[config.mk]
export PLATFORM = sky130hd
export DESIGN_NAME = modular_sub_serial
export DESIGN_NICKNAME = d
export VERILOG_FILES = /design/src/rtl/modular_sub_serial.sv
export SDC_FILE = /design/constraint.sdc
export NUM_CORES = 2
export LEC_CHECK = 0
export BUFFER_PORTS_ARGS = -buffer_cell sky130_fd_sc_hd__buf_2
export CAP_MARGIN = 0
export CELL_PAD_IN_SITES_DETAIL_PLACEMENT = 0
export CELL_PAD_IN_SITES_GLOBAL_PLACEMENT = 2
export CORE_MARGIN = 2
export CORE_UTILIZATION = 25
export DETAILED_ROUTE_END_ITERATION = 16
export PLACE_DENSITY_LB_ADDON = 0.1
export SLEW_MARGIN = 20
export SYNTH_ARGS = -nofsm -noshare
export SYNTH_HDL_FRONTEND = slang
export SYNTH_SLANG_ARGS = --single-unit
[constraint.sdc]
create_clock -name clk -period 47 [get_ports clk]
set_input_delay 7.05 -clock clk [delete_from_list [all_inputs] [get_ports clk]]
set_output_delay 7.05 -clock clk [all_outputs]
set_load 0.005 [all_outputs]
[src/rtl/modular_sub_serial.sv]
// -----------------------------------------------------------------------------
// modular_sub_serial
//   Limb-serial modular subtractor: z = (x - y) mod M for operands already
//   reduced below M. One LIMB_WIDTH slice is processed per clock. Every
//   operation takes one subtract pass (NL cycles) and then one correction pass
//   (NL cycles). The correction pass runs even when no correction is needed,
//   so latency never depends on the data.
//
// Ports
//   clk        clock, rising edge
//   rst        asynchronous active-high reset
//   in_valid   operands present on x_sub / y_sub
//   in_ready   block idle and able to accept operands
//   x_sub      minuend (< M)
//   y_sub      subtrahend (< M)
//   out_valid  z_sub holds a result
//   out_ready  consumer accepts the result
//   z_sub      (x_sub - y_sub) mod M, held until the next result
//   busy       high whenever the block is not idle
// -----------------------------------------------------------------------------
module modular_sub_serial #(
  parameter int                    DATA_WIDTH = 256,
  parameter int                    LIMB_WIDTH = 64,
  parameter logic [DATA_WIDTH-1:0] M          =
    256'h73eda753299d7d483339d80809a1d80553bda402fffe5bfeffffffff00000001
) (
  input  logic                  clk,
  input  logic                  rst,
  input  logic                  in_valid,
  output logic                  in_ready,
  input  logic [DATA_WIDTH-1:0] x_sub,
  input  logic [DATA_WIDTH-1:0] y_sub,
  output logic                  out_valid,
  input  logic                  out_ready,
  output logic [DATA_WIDTH-1:0] z_sub,
  output logic                  busy
);

  localparam int NL = DATA_WIDTH / LIMB_WIDTH;
  localparam int CW = (NL > 1) ? $clog2(NL) : 1;
  localparam logic [CW-1:0] CNT_LAST = CW'(NL - 1);

  // Refuse to elaborate when the operand does not split into whole limbs.
  generate
    if (DATA_WIDTH % LIMB_WIDTH != 0) begin : g_bad_width
      $error("modular_sub_serial: DATA_WIDTH must be a multiple of LIMB_WIDTH");
    end
  endgenerate

  localparam logic [1:0] S_IDLE = 2'd0;
  localparam logic [1:0] S_SUB  = 2'd1;
  localparam logic [1:0] S_FIX  = 2'd2;
  localparam logic [1:0] S_DONE = 2'd3;

  logic [1:0]            state_q,  state_d;
  logic [CW-1:0]         cnt_q,    cnt_d;
  logic                  borrow_q, borrow_d;
  logic                  carry_q,  carry_d;
  logic                  neg_q,    neg_d;
  logic [DATA_WIDTH-1:0] x_q,      x_d;
  logic [DATA_WIDTH-1:0] y_q,      y_d;
  logic [DATA_WIDTH-1:0] d_q,      d_d;   // difference, corrected in place
  logic [DATA_WIDTH-1:0] z_q,      z_d;

  logic [LIMB_WIDTH-1:0] x_limb, y_limb, d_limb, m_limb, add_limb;
  logic [LIMB_WIDTH:0]   sub_res, fix_res;

  // Current limb slices, selected by the shared limb counter.
  assign x_limb = x_q[cnt_q*LIMB_WIDTH +: LIMB_WIDTH];
  assign y_limb = y_q[cnt_q*LIMB_WIDTH +: LIMB_WIDTH];
  assign d_limb = d_q[cnt_q*LIMB_WIDTH +: LIMB_WIDTH];
  assign m_limb = M[cnt_q*LIMB_WIDTH +: LIMB_WIDTH];

  // Add back M only when the raw difference went negative.
  assign add_limb = neg_q ? m_limb : '0;

  // One extra bit on top: for the subtract it captures the borrow out,
  // for the correction it captures the carry out.
  assign sub_res = {1'b0, x_limb} - {1'b0, y_limb} - {{LIMB_WIDTH{1'b0}}, borrow_q};
  assign fix_res = {1'b0, d_limb} + {1'b0, add_limb} + {{LIMB_WIDTH{1'b0}}, carry_q};

  always_comb begin
    state_d  = state_q;
    cnt_d    = cnt_q;
    borrow_d = borrow_q;
    carry_d  = carry_q;
    neg_d    = neg_q;
    x_d      = x_q;
    y_d      = y_q;
    d_d      = d_q;
    z_d      = z_q;

    case (state_q)
      S_IDLE: begin
        if (in_valid) begin
          x_d      = x_sub;
          y_d      = y_sub;
          cnt_d    = '0;
          borrow_d = 1'b0;
          state_d  = S_SUB;
        end
      end

      S_SUB: begin
        d_d[cnt_q*LIMB_WIDTH +: LIMB_WIDTH] = sub_res[LIMB_WIDTH-1:0];
        borrow_d = sub_res[LIMB_WIDTH];
        if (cnt_q == CNT_LAST) begin
          neg_d   = sub_res[LIMB_WIDTH];
          carry_d = 1'b0;
          cnt_d   = '0;
          state_d = S_FIX;
        end else begin
          cnt_d = cnt_q + 1'b1;
        end
      end

      S_FIX: begin
        d_d[cnt_q*LIMB_WIDTH +: LIMB_WIDTH] = fix_res[LIMB_WIDTH-1:0];
        // The final carry out of the top limb is dropped (mod 2^DATA_WIDTH).
        carry_d = fix_res[LIMB_WIDTH];
        if (cnt_q == CNT_LAST) begin
          z_d     = d_d;      // includes the limb written this cycle
          cnt_d   = '0;
          state_d = S_DONE;
        end else begin
          cnt_d = cnt_q + 1'b1;
        end
      end

      default: begin // S_DONE
        if (out_ready) begin
          state_d = S_IDLE;
        end
      end
    endcase
  end

  always_ff @(posedge clk or posedge rst) begin
    if (rst) begin
      state_q  <= S_IDLE;
      cnt_q    <= '0;
      borrow_q <= 1'b0;
      carry_q  <= 1'b0;
      neg_q    <= 1'b0;
      x_q      <= '0;
      y_q      <= '0;
      d_q      <= '0;
      z_q      <= '0;
    end else begin
      state_q  <= state_d;
      cnt_q    <= cnt_d;
      borrow_q <= borrow_d;
      carry_q  <= carry_d;
      neg_q    <= neg_d;
      x_q      <= x_d;
      y_q      <= y_d;
      d_q      <= d_d;
      z_q      <= z_d;
    end
  end

  assign in_ready  = (state_q == S_IDLE) && !rst;
  assign out_valid = (state_q == S_DONE);
  assign busy      = (state_q != S_IDLE);
  assign z_sub     = z_q;

endmodule

==> impl_metrics.env <==
export IMPL_cts_setup_buffers=0
export IMPL_die_height_um=472.1
export IMPL_fin_nets=6299
export IMPL_synth_top_area_share_pct=47.11
export IMPL_yosys_cell_types_count=94
export IMPL_slew_violations=0
export IMPL_crit_type="input pin to output port"
export IMPL_grt_pass1_vias=45410
export IMPL_routed_wl_um=245800
export IMPL_cts_num_sinks=1031
export IMPL_globalRouteOverflowTotal=0
export IMPL_cts_resized=0
export IMPL_via_per_inst=5.062
export IMPL_synth_fp_nets=5630
export IMPL_post_route_util_pct=30.62
export IMPL_h_tree_depth=4
export IMPL_critPathCaptureType="output port"
export IMPL_skew_ps=35.94
export IMPL_grt_max_degree=112
export IMPL_postRouteAntennaNets=0
export IMPL_gp_congestion=0.8250
export IMPL_synth_area_leaders="dfrtp_1, mux2_2, mux4_2, ha_1, nand2_1"
export IMPL_synth_edf_count=0
export IMPL_status="finished clean"
export IMPL_finalHoldViolations=0
export IMPL_grt_util_all_layers_pct=21.69
export IMPL_die_x_um=472.1
export IMPL_clk_latency_ps=800
export IMPL_vias=43430
export IMPL_post_route_min_period_ps=14450
export IMPL_cts_tree="yes"
export IMPL_r2r_setup_slack_ps=39010
export IMPL_final_setup_viol_count=0
export IMPL_dr_first_iter_drc_count=2800
export IMPL_numPortBuffers=774
export IMPL_ys_seq_area_share_pct=47.11
export IMPL_yosys_most_used_dff="dfrtp_1"
export IMPL_required_ps=39950
export IMPL_synth_commonest_cells="dfrtp_1, mux2_2, nand2_1, o21ai_0, nor2_1"
export IMPL_ys_ff_latch=1031
export IMPL_cts_buffer_depth=3
export IMPL_cp_start_kind="input pin"
export IMPL_tightest_slew_ps=1414
export IMPL_cts_hold_buf=0
export IMPL_dieArea_um2=222800
export IMPL_routedWlPerCell_um=28.65
export IMPL_hp_class="flip-flop to flip-flop"
export IMPL_layout_drive_gt1_share_pct=32.90
export IMPL_drc_errors=0
export IMPL_yosys_warnings=0
export IMPL_async_flop_share_pct=100.0
export IMPL_dr_pass1_iters=5
export IMPL_initial_core_util_pct=25.20
export IMPL_hpwl_um=177300
export IMPL_fin_crit_sh_pct=30.75
export IMPL_fp_row_count=171
export IMPL_cp_arrival_ps=7400
export IMPL_rsz0062_at_grt="false"
export IMPL_cts_clk_slew_worst_paths_ps=50
export IMPL_synth_most_common_cell="dfrtp_1"
export IMPL_setup_tns_ps=0
export IMPL_synth_top_area_cell="dfrtp_1"
export IMPL_cap_violations=0
export IMPL_cts_buffers=137
export IMPL_synth_area_um2=54770
export IMPL_area_growth_pct=21.51
export IMPL_relSlewSlack_pct=5.065
export IMPL_io_pins=775
export IMPL_crit_path_max_fanout=2
export IMPL_synthCells=4912
export IMPL_avgSynthCellArea_um2=11.15
export IMPL_core_area_um2=217400
export IMPL_fmax_ghz=0.06920
export IMPL_cts_root_buf="clkbuf_16"
export IMPL_grt_pass1_wl_um=348600
export IMPL_antenna_found_initial=150
-- final timing paths --
check / start / to / depth (start not counted)
worst max-delay path: rst / in_ready / 3
worst min-delay path: z_sub[4] / z_sub[4] / 2
worst max register to register: cnt_q[0] / d_q[112] / 20
worst min register to register: z_sub[4] / z_sub[4] / 2
max in group asynchronous: rst / y_q[151] / 6
min in group asynchronous: rst / y_q[248] / 2
-- cell families after synthesis --
group / synth area share (%)
xor+xnor: 2.035
compound gates: 15.94
fa+ha+maj: 4.669
flops: 47.11
mux: 18.73
buf+inv: 3.984
simple gates: 7.527
-- area by class of cell --
class                           instances  area (µm²)
Tap cell                             2854        3571
Clock inverter                         43       574.3
Inverter                              243       927.1
Timing Repair Buffer                  866        4589
Antenna cell                           38       95.09
Multi-Input combinational cell       3302       27000
Fill cell                           22780      150800
Clock buffer                          202        3984
Sequential cell                      1031       25810
-- worst max-delay path, stage by stage --
cell and delay [ps]:
buf_2 140, nor2_1 100, buf_2 120
-- registers in the layout (all words and copies together), names as in the netlist --
name	flops
d_q	256
neg_q	1
carry_q	1
x_q	256
z_sub	256
cnt_q	2
y_q	256
borrow_q	1
state_q	2
-- cell usage in the layout (no fill, tap or decap), types with 23 or more instances in the layout --
cell          n
dfrtp_1    1029
buf_2       774
mux2_2      513
nand2_1     492
o21ai_0     326
nor2_1      284
inv_1       238
a21oi_1     222
a22oi_1     205
ha_1        197
mux4_2      192
clkbuf_16   138
buf_4        90
a21o_1       70
o21a_1       62
a22o_1       61
xnor2_1      57
a221oi_1     57
xor2_1       41
nand4_1      40
diode_2      38
clkbuf_1     35
nand3_1      30
o211ai_1     30
clkbuf_8     29
o21bai_1     27
a31oi_1      24
o21ai_1      23
-- per-stage QoR --
step | worst slack, ps | hold slack [ps] | instance area (µm²) | std cells
floorplan | 10940 | 433.5 | 54770 | 4912
finish | 32550 | 471.4 | 66550 | 8579
global placement | 32550 | 447.7 | 61840 | 8296
CTS | 32550 | 468.9 | 66400 | 8541
global route | 32550 | 495.6 | 66500 | 8556
detailed placement | 32550 | 456.5 | 61840 | 8296
-- routing by layer --
layer / GRT usage [%] / vias up / part of all wire [%]
met1: 28.30 / 22230 / 44
met4: 4.774 / 174 / 2.1
met3: 6.472 / 446 / 7.0
met5: 0 / - / 0.43
met2: 35.29 / 1211 / 47
li1: - / 19370 / -
Power is left out: the tool's default activity adds up to more than one toggle a clock period on the data nets, which glitch-free logic cannot reach.
